==> src/rtl/tdc_rr_arbiter.sv <==
// Round-robin merge of NUM_CH TDC channels into one FIFO write port, with a one-entry buffer
// per channel. Optional per-channel drop counters when TDC_RR_ARBITER_DROP_COUNT_EN is defined.
module tdc_rr_arbiter #(
  parameter int unsigned NUM_CH = 2,
  parameter int unsigned DATA_W = 68,
  parameter int unsigned CNT_W  = 16
) (
  input  logic                       clk,
  input  logic                       reset,
  input  logic [NUM_CH-1:0]          ch_valid,
  input  logic [NUM_CH*DATA_W-1:0]   ch_data,
  output logic [NUM_CH-1:0]          ch_ready,
  input  logic [NUM_CH-1:0]          enable_channels,
  input  logic                       fifo_full,
  output logic                       fifo_write,
  output logic [DATA_W-1:0]          fifo_data,
  output logic [NUM_CH-1:0]          grant_onehot,
  input  logic                       clear_counts,
  output logic [NUM_CH*CNT_W-1:0]    drop_count
);

  localparam int unsigned PtrW = (NUM_CH > 1) ? $clog2(NUM_CH) : 1;

  logic [NUM_CH-1:0]             buf_valid_q;
  logic [NUM_CH-1:0][DATA_W-1:0] buf_data_q;
  logic [PtrW-1:0]               ptr_q;
  logic [PtrW-1:0]               winner;

  // Search starts one past the last grant, wrapping, so every channel gets a turn.
  always_comb begin
    logic found;
    int unsigned idx;
    found  = 1'b0;
    winner = '0;
    for (int unsigned off = 1; off <= NUM_CH; off++) begin
      idx = (int'(ptr_q) + off) % NUM_CH;
      if (!found && buf_valid_q[idx]) begin
        found  = 1'b1;
        winner = PtrW'(idx);
      end
    end
  end

  assign ch_ready     = enable_channels & ~buf_valid_q;
  assign fifo_write   = (|buf_valid_q) & ~fifo_full;
  assign fifo_data    = fifo_write ? buf_data_q[winner] : '0;
  assign grant_onehot = fifo_write ? (NUM_CH'(1) << winner) : '0;

  always_ff @(posedge clk) begin
    if (reset) begin
      buf_valid_q <= '0;
      ptr_q       <= PtrW'(NUM_CH - 1);
    end else begin
      for (int unsigned i = 0; i < NUM_CH; i++) begin
        // Disable flushes; a drained buffer cannot refill in the same cycle.
        if (!enable_channels[i]) begin
          buf_valid_q[i] <= 1'b0;
        end else if (fifo_write && (winner == PtrW'(i))) begin
          buf_valid_q[i] <= 1'b0;
        end else if (ch_valid[i] && ch_ready[i]) begin
          buf_valid_q[i] <= 1'b1;
        end
      end
      if (fifo_write) begin
        ptr_q <= winner;
      end
    end
  end

  always_ff @(posedge clk) begin
    for (int unsigned i = 0; i < NUM_CH; i++) begin
      if (!reset && ch_valid[i] && ch_ready[i]) begin
        buf_data_q[i] <= ch_data[i*DATA_W +: DATA_W];
      end
    end
  end

`ifdef TDC_RR_ARBITER_DROP_COUNT_EN
  logic [NUM_CH-1:0][CNT_W-1:0] cnt_q;

  always_ff @(posedge clk) begin
    if (reset || clear_counts) begin
      cnt_q <= '0;
    end else begin
      for (int unsigned i = 0; i < NUM_CH; i++) begin
        if (ch_valid[i] && enable_channels[i] && buf_valid_q[i] && (cnt_q[i] != '1)) begin
          cnt_q[i] <= cnt_q[i] + 1'b1;
        end
      end
    end
  end

  assign drop_count = cnt_q;
`else
  logic unused_clear_counts;
  assign unused_clear_counts = clear_counts;
  assign drop_count          = '0;
`endif

endmodule

==> config.mk <==
export PLATFORM = sky130hd
export DESIGN_NAME = tdc_rr_arbiter
export DESIGN_NICKNAME = d
export VERILOG_FILES = /design/src/rtl/tdc_rr_arbiter.sv
export SDC_FILE = /design/constraint.sdc
export NUM_CORES = 1
export LEC_CHECK = 0
export CAP_MARGIN = 25
export CORE_MARGIN = 2
export CORE_UTILIZATION = 30
export CTS_CLUSTER_SIZE = 12
export DETAILED_ROUTE_END_ITERATION = 16
export MAX_ROUTING_LAYER = met4
export SYNTH_ARGS = -nofsm -noshare
export SYNTH_HDL_FRONTEND = slang
export SYNTH_SLANG_ARGS = --single-unit
==> constraint.sdc <==
create_clock -name clk -period 13.33 [get_ports clk]
set_input_delay 2.666 -clock clk [delete_from_list [all_inputs] [get_ports clk]]
set_output_delay 2.666 -clock clk [all_outputs]
set_load 0.01 [all_outputs]
==> flow_metrics.py, run 1 <==
metrics = {
    "logic_synthesis": {
        "synthesis.area_mm2": 0.005236,
        "synth_top_cell_by_area": "edfxtp_1",
        "synth.most_common_cell": "edfxtp_1",
        "synth-edff-count": 136,
        "netlist_instances": 271,
        "ys_warn_count": 0,
        "yosysSeqAreaShare_pct": 79.14,
        "synth_top_cells_by_count": "edfxtp_1, a22o_1, buf_4, buf_6, buf_2",
        "ys_async_sr_fraction_pct": 0,
        "synth_seq_cells": 139,
        "synth_flop_cell": "edfxtp_1",
        "synth.top_cell.area_share_pct": 77.99,
        "synth_area_leaders": "edfxtp_1, a22o_1, buf_4",
        "synth_area_per_cell_um2": 19.32,
        "synth_cell_types": 20,
    },
    "clock_tree": {
        "cts.clk_slew.worst_paths_ns": 0.06,
        "cts_sinks": 139,
        "cts_hold_buf": 0,
        "clk-insertion-delay-late_ns": 0.41,
        "cts_buffers": 17,
        "cts_resized": 0,
        "postCtsSetupBuffers": 0,
        "htreeDepth": 4,
        "clock_path_buffers": 2,
        "root_buffer": "clkbuf_16",
        "cts_tree": "yes",
    },
    "placed_design": {
        "hpwlAfterDp_mm": 8.182,
        "place.gp.congestion": 0.7325,
        "placed_area_mm2": 0.007477,
        "io_buffers": 215,
    },
    "worst_setup_path": {
        "path_class": "in2out",
        "max_stage_delay_ns": 0.73,
        "cp_num_buf_inv": 3,
        "worstPathMaxFanout": 70,
        "path_cells": "clkdlybuf4s50_1 > inv_1 > o211a_4 > a22o_1 > clkdlybuf4s50_1",
        "crit_path_frequent_cell": "clkdlybuf4s50_1",
        "start_kind": "input port",
        "critPathCaptureType": "output pin",
        "critPathTopFamily": "buffers and inverters",
        "critical_path_required_ns": 10.66,
        "worstPathArrival_ns": 4.95,
        "crit_slowest_cell": "o211a_4",
    },
    "sta": {
        "relSlewSlack_pct": 35.21,
        "worst_pin_slew_ns": 0.9719,
        "tns_ns": 0,
        "period_share_pct": 57.12,
        "rsz0062_at_grt": "false",
        "finalHoldViolations": 0,
        "finClkSkew_ns": 0.007028,
        "drv_slew": 0,
        "max_freq_mhz": 131.3,
        "period_minus_slack_ns": 7.615,
        "setup_viol": 0,
    },
    "route": {
        "ant_nets": 0,
        "wirelength_mm": 12.54,
        "drt_iter0_markers": 126,
        "routedWlPerCell_um": 17.15,
        "viasPerCell": 4.446,
        "via_count": 3250,
        "dr.pass1.iters": 4,
        "drc_errors": 0,
    },
    "floorplanning": {
        "ioPinCount": 249,
        "initial_core_util_pct": 30.49,
        "core-area_mm2": 0.01718,
        "dieArea_mm2": 0.01853,
        "dieWidth_um": 136.1,
        "rows": 48,
        "die_y_um": 136.1,
    },
    "pwr": {
        "peakVddDrop_uv": 79.81,
        "powerDensity_mw_per_mm2": 126.9,
        "leakagePower_nw": 2.747,
    },
    "global_route": {
        "antenna_found_initial": 0,
        "grt_use_total_pct": 14.09,
        "gr-total-overflow": 0,
        "grt_pass1_vias": 3546,
        "grt_max_degree": 71,
        "grt_pass1_wl_mm": 18.80,
    },
    "cells_and_area": {
        "fillers": 1512,
        "n_antenna_cell": 0,
        "final_cell_area_mm2": 0.008026,
        "layout-drive-gt1-share_pct": 8.300,
        "area_growth_pct": 53.29,
        "final_nets": 637,
    },
    "outcome": {
        "outcome": "complete, no violations",
    },
    "run": {
        "cap_violations": 0,
    },
    "min_path": {
        "worstHoldPathType": "reg2reg",
    },
}
-- path summary, 6_finish.rpt --
kind                                      from              end  slack, ns  depth (start not counted)
worst min-delay path            buf_valid_q[1]   buf_valid_q[1]       0.56                          2
worst min register to register  buf_valid_q[1]   buf_valid_q[1]       0.56                          2
worst max register to register  buf_valid_q[1]  buf_data_q[127]      11.34                          2
worst max-delay path                 fifo_full    fifo_data[16]       5.72                          5
-- placed cells by master (no fill, tap or decap), types with 2 or more instances in the layout --
| cell | netlist | routed |
|---|---|---|
| clkinv_4 | 0 | 2 |
| nor2_1 | 4 | 4 |
| clkinv_1 | 0 | 2 |
| dfxtp_1 | 3 | 3 |
| buf_4 | 32 | 4 |
| clkbuf_16 | 0 | 17 |
| edfxtp_1 | 136 | 136 |
| clkinv_2 | 0 | 4 |
| clkinvlp_4 | 0 | 3 |
| conb_1 | 1 | 32 |
| a22o_1 | 68 | 68 |
| clkdlybuf4s50_1 | 0 | 215 |
| inv_6 | 0 | 3 |
-- cell families (layout without fill, tap and decap cells) --
group	after synthesis	after routing	synth area share (%)
and+or+nand+nor	11	11	1.625
other	1	32	0.07162
DFF	139	139	79.14
AOI/OAI and AO/OA	71	71	12.04
buffers and inverters	49	253	7.121
-- worst register-to-register path, stage by stage (launching register included) --
cell	delay [ns]
dfxtp_1	0.34
and4bb_4	0.61
buf_4	0.63
-- per-layer routing --
metal | wire length, um | global-route usage, %
met1 | 5053 | 15.90
met2 | 6421 | 23.45
met3 | 787 | 4.362
met4 | 276 | 5.440
met5 | 0 | -
-- final cells by class --
| cell class | count | area, um^2 | area share [%] |
|---|---|---|---|
| flip-flops and latches | 139 | 4144 | 51.63 |
| inverters | 2 | 7.507 | 0.09353 |
| well taps | 225 | 281.5 | 3.507 |
| clock buffers | 17 | 425.4 | 5.300 |
| clock inverters | 15 | 123.9 | 1.543 |
| multi-input cells | 114 | 862.1 | 10.74 |
| repair buffers | 219 | 2182 | 27.19 |
-- flip-flops by register name (all words and copies together), names as in the netlist --
register and cells:
buf_data_q 136, ptr_q 1, buf_valid_q 2
-- per-stage QoR --
stage,instances,hold WS (ns),worst slack (ns),utilization (%),power [W]
6_report,731,0.5555,5.715,46.73,0.001019
2_1_floorplan,302,0.5136,3.444,-,0.0005411
3_5_place_dp,699,0.5465,5.699,43.53,0.0005963
4_1_cts,731,0.5553,5.697,46.73,0.001034
5_1_grt,731,0.5864,5.595,46.73,0.001057
3_3_place_gp,699,0.5427,5.753,43.53,0.0005948
-- power by group --
group / leakage [nW] / internal (W) / switching, W
combinational: 1.21 / 0.0000557 / 0.0000321
clock: 0.265 / 0.000256 / 0.000177
sequential: 1.27 / 0.000495 / 0.00000365
Power figures use the tool's default switching activity.
==> run 2, diff against run 1 <==
- clock period: 13.33 -> 6.79 ns (I/O delays scaled with it)
==> run 2 against run 1 <==
  * Non-clock buffer count is the same
  * Cell area increased by 0.58%
  * Worst setup slack got worse by 3.9 ns
  * Register-to-register slack worse by 6.2 ns
  * Utilization grew 0.27 points
  * Via count down 0.95%
  * Critical path depth did not move
  * Sequential share of layout area down 0.30 points
  * Global-route usage down 0.20 points
==> flow_metrics.py, run 2 (synthesis gave the netlist of run 1 again) <==
metrics = {
    "floorplanning": {
        "initial_core_util_pct": 30.49,
        "dieArea_mm2": 0.01853,
        "die_y_um": 136.1,
        "ioPinCount": 249,
        "dieWidth_um": 136.1,
        "rows": 48,
        "core-area_mm2": 0.01718,
    },
    "cells_and_area": {
        "largest_reg_flops": 136,
        "multi_input_area_um2": 862.1,
        "layout-drive-gt1-share_pct": 8.119,
        "n_antenna_cell": 0,
        "seq_area_mm2": 0.004144,
        "final_nets": 637,
        "fillers": 1456,
        "final_util_pct": 47.00,
        "regMostFlops": "buf_data_q",
        "layout_common_cells": "clkdlybuf4s50_1, edfxtp_1, a22o_1",
        "area_growth_pct": 54.17,
        "instances_no_fill": 730,
        "reg_top3": "buf_data_q (136), buf_valid_q (2), ptr_q (1)",
        "final_common_cell": "clkdlybuf4s50_1",
    },
    "sta": {
        "max_freq_mhz": 201.6,
        "setup_viol": 0,
        "finClkSkew_ns": 0.006311,
        "tns_ns": 0,
        "drv_slew": 0,
        "rsz0062_at_grt": "false",
        "worst_pin_slew_ns": 0.9330,
        "period_share_pct": 73.05,
        "setup_slack_ns": 1.830,
        "relSlewSlack_pct": 37.80,
        "period_minus_slack_ns": 4.960,
        "finalHoldViolations": 0,
    },
    "global_route": {
        "busiest_layer": "met2",
        "antenna_found_initial": 0,
        "grt_pass1_vias": 3420,
        "grt_max_degree": 72,
        "grtUsageMet1_pct": 14.54,
        "gr-total-overflow": 0,
        "use_met2_pct": 23.20,
        "grt_use_total_pct": 13.89,
        "grtUsageMet3_pct": 5.556,
        "grt_pass1_wl_mm": 18.07,
    },
    "placed_design": {
        "place.gp.congestion": 0.7942,
        "hpwlAfterDp_mm": 8.162,
        "dp_slack_ns": 1.804,
        "dp.cells": 699,
        "io_buffers": 215,
    },
    "route": {
        "drt_iter0_markers": 104,
        "ant_nets": 0,
        "wirelength_mm": 12.36,
        "dr.pass1.iters": 4,
        "via_count": 3219,
        "viasPerCell": 4.410,
        "drc_errors": 0,
        "routedWlPerCell_um": 16.93,
    },
    "worst_setup_path": {
        "start_kind": "input port",
        "path_class": "in2out",
        "critical_path_required_ns": 5.43,
        "worstPathMaxFanout": 70,
        "r2r_cells": 2,
        "worstPathArrival_ns": 3.60,
        "critPathCaptureType": "output pin",
    },
    "clock_tree": {
        "htreeDepth": 4,
        "postCtsSetupBuffers": 0,
        "root_buffer": "clkbuf_16",
        "cts_hold_buf": 0,
        "cts_sinks": 139,
        "clk-insertion-delay-late_ns": 0.41,
        "clock_path_buffers": 2,
        "cts_tree": "yes",
        "cts.clk_slew.worst_paths_ns": 0.06,
        "cts_buffers": 17,
        "cts_resized": 0,
    },
    "run": {
        "cap_violations": 0,
    },
    "min_path": {
        "min_path_cells": 2,
        "worstHoldPathType": "reg2reg",
    },
    "outcome": {
        "outcome": "complete, no violations",
    },
    "pwr": {
        "leakagePower_nw": 2.764,
        "power_w": 0.002060,
        "peakVddDrop_uv": 200.4,
        "powerDensity_mw_per_mm2": 255.2,
    },
}
## run 2: power breakdown
| part | leakage (nW) | switching (W) | total, W | internal [W] |
|---|---|---|---|---|
| clock | 0.279 | 0.000337 | 0.000909 | 0.000573 |
| combinational | 1.21 | 0.0000626 | 0.000173 | 0.000110 |
| sequential | 1.27 | 0.00000695 | 0.000978 | 0.000971 |
| total | 2.76 | 0.000406 | 0.00206 | 0.00165 |
## run 2: path summary, 6_finish.rpt
check | start | to | slack [ns]
hold reg to reg | buf_valid_q[1] | buf_valid_q[1] | 0.55
setup / recovery | fifo_full | fifo_data[47] | 1.83
hold / removal | buf_valid_q[1] | buf_valid_q[1] | 0.55
setup reg to reg | buf_valid_q[1] | buf_data_q[87] | 5.10
## run 2: area by class of cell
cell class                      count  area share [%]
Clock buffer                       19           5.363
Timing Repair Buffer              219           27.19
Tap cell                          225           3.487
Clock inverter                     12           1.860
Sequential cell                   139           51.33
Inverter                            2         0.09299
Multi-Input combinational cell    114           10.68
## run 2: layer usage
metal | share of wire, % | up-vias
met5 | 0 | -
met4 | 1.3 | 0
met3 | 8.2 | 13
met2 | 52 | 168
met1 | 38 | 1560
li1 | - | 1478
## run 2: critical path, stage by stage
cell	delay (ns)
clkdlybuf4s50_1	0.50
inv_1	0.11
o211a_4	0.79
a22o_1	0.28
clkdlybuf4s50_1	0.55
## run 2: metrics by stage
step	cell area (um^2)	hold WS, ns
after CTS	8073	0.5550
after global routing	8073	0.5909
after detailed placement	7490	0.5447
after floorplan	5359	0.5136
final	8073	0.5506
after global placement	7470	0.5446
==> run 3, diff against run 2 <==
- clock period: 6.79 -> 4.9 ns (I/O delays scaled with it)
==> run 3 against run 2 <==
  * Routed wire length rose by 0.56%
  * Via count rose by 0.16%
  * Combinational power rose by 39%
  * Largest cell class unchanged
  * Utilization rose by 0.058 points
  * Clock skew fell by 0.00086 ns
  * Critical path depth rose by 1
  * Die area did not move
==> flow_metrics.py, run 3 (synthesis gave the netlist of run 1 again) <==
metrics = {
    "outcome": {
        "outcome": "complete, no violations",
    },
    "route": {
        "wirelength_mm": 12.43,
        "drt_iter0_markers": 114,
        "viasPerCell": 4.392,
        "wl_met1_mm": 4.764,
        "route.met2.wl_mm": 6.498,
        "via_count": 3224,
        "ant_nets": 0,
        "maxUsedRoutingLayer": "met4",
        "wl_met3_um": 977,
        "routedWlPerCell_um": 16.93,
        "dr.pass1.iters": 6,
        "drc_errors": 0,
    },
    "floorplanning": {
        "dieWidth_um": 136.1,
        "dieArea_mm2": 0.01853,
        "rows": 48,
        "initial_core_util_pct": 30.49,
        "core-area_mm2": 0.01718,
        "ioPinCount": 249,
        "die_y_um": 136.1,
    },
    "cells_and_area": {
        "n_antenna_cell": 0,
        "final_cell_area_mm2": 0.008083,
        "layout-drive-gt1-share_pct": 8.644,
        "area_growth_pct": 54.36,
        "regMostFlops": "buf_data_q",
        "final_nets": 640,
        "fillers": 1461,
        "final_common_cell": "clkdlybuf4s50_1",
        "reg_top3": "buf_data_q (136), buf_valid_q (2), ptr_q (1)",
        "layout_common_cells": "clkdlybuf4s50_1, edfxtp_1, a22o_1",
        "largest_reg_flops": 136,
    },
    "clock_tree": {
        "cts_buffers": 17,
        "htreeDepth": 4,
        "cts_hold_buf": 0,
        "cts_tree": "yes",
        "postCtsSetupBuffers": 0,
        "clock_path_buffers": 2,
        "clk-insertion-delay-late_ns": 0.41,
        "cts_sinks": 139,
        "cts_resized": 0,
        "cts.clk_slew.worst_paths_ns": 0.06,
        "root_buffer": "clkbuf_16",
    },
    "placed_design": {
        "io_buffers": 215,
        "hpwlAfterDp_mm": 8.360,
        "place.gp.congestion": 0.7255,
        "placed_area_mm2": 0.007512,
    },
    "sta": {
        "period_minus_slack_ns": 4.037,
        "finClkSkew_ns": 0.005453,
        "max_freq_mhz": 247.7,
        "period_share_pct": 82.38,
        "tns_ns": 0,
        "relSlewSlack_pct": 37.15,
        "setup_viol": 0,
        "drv_slew": 0,
        "worst_pin_slew_ns": 0.9427,
        "rsz0062_at_grt": "false",
        "finalHoldViolations": 0,
    },
    "global_route": {
        "grt_pass1_vias": 3492,
        "antenna_found_initial": 0,
        "grt_max_degree": 57,
        "grt_use_total_pct": 14.22,
        "gr-total-overflow": 0,
        "grt_pass1_wl_mm": 18.71,
    },
    "pwr": {
        "combPwrFrac_pct": 8.5,
        "seqPwrFrac_pct": 47.8,
        "p_int_w": 0.002246,
        "peakVddDrop_uv": 234.1,
        "powerDensity_mw_per_mm2": 350.8,
        "p_clk_share_pct": 43.7,
        "p_sw_w": 0.0005898,
        "leakagePower_nw": 2.778,
        "p_sw_share_pct": 20.80,
    },
    "worst_setup_path": {
        "path_cells": "clkdlybuf4s50_1 > inv_1 > o211a_4 > buf_12 > a22o_1 > clkdlybuf4s50_1",
        "crit_path_frequent_cell": "clkdlybuf4s50_1",
        "crit_slowest_cell": "clkdlybuf4s50_1",
        "worstPathArrival_ns": 3.06,
        "critPathCaptureType": "output pin",
        "start_kind": "input port",
        "max_stage_delay_ns": 0.54,
        "path_class": "in2out",
        "worstPathMaxFanout": 47,
        "critical_path_required_ns": 3.92,
    },
    "min_path": {
        "worstHoldPathType": "reg2reg",
    },
    "run": {
        "cap_violations": 0,
    },
}
==> run 3: changes by cell type in the layout (fill, tap and decap cells not counted), sizes merged <==
cell,previous run,this run
buf,4,7
bufinv,3,2
clkbuf,19,17
clkinv,6,7
clkinvlp,3,2
inv,2,6
==> run 3: path summary, 6_finish.rpt <==
path | start | endpoint | slack [ns] | cells after the start
worst max-delay path | fifo_full | fifo_data[33] | 0.86 | 6
worst min-delay path | buf_valid_q[1] | buf_valid_q[1] | 0.61 | 2
worst max register to register | buf_valid_q[1] | buf_data_q[76] | 2.97 | 2
worst min register to register | buf_valid_q[1] | buf_valid_q[1] | 0.61 | 2
==> run 3: cell type report <==
class	count	area, um^2	area share, %
Tap cell	225	281.5	3.483
Clock inverter	15	145.1	1.796
Multi-Input combinational cell	114	862.1	10.67
Timing Repair Buffer	222	2217	27.43
Sequential cell	139	4144	51.27
Clock buffer	17	425.4	5.263
Inverter	2	7.507	0.09288
==> run 3: critical path: cells and delay by family <==
kind / cells / cell delay, ns
compound gates: 2 / 0.59
buf+inv: 4 / 1.43
==> run 3: power groups by stage <==
stage / Combinational (W) / Sequential [W] / Clock, W
finish: 0.000240 / 0.00136 / 0.00124
CTS: 0.000244 / 0.00136 / 0.00127
global route: 0.000259 / 0.00136 / 0.00132
global placement: 0.000240 / 0.00138 / 0
floorplan: 0.0000906 / 0.00138 / 0
detailed placement: 0.000242 / 0.00138 / 0
==> run 3: layer usage <==
metal  GRT usage, %  vias up
li1               -     1485
met1          15.26     1564
met2          24.01      155
met3          5.034       20
met4          5.671        0
met5              -        -
==> run 3: stage by stage <==
step	utilization [%]	instances	setup WS, ns	power [W]	hold WS [ns]
floorplan	-	302	1.191	0.001470	0.5136
global placement	43.74	702	0.8256	0.001620	0.5412
detailed placement	43.74	702	0.8121	0.001624	0.6056
CTS	47.06	734	0.8107	0.002869	0.6196
global route	47.06	734	0.7296	0.002941	0.6458
finish	47.06	734	0.8634	0.002835	0.6082
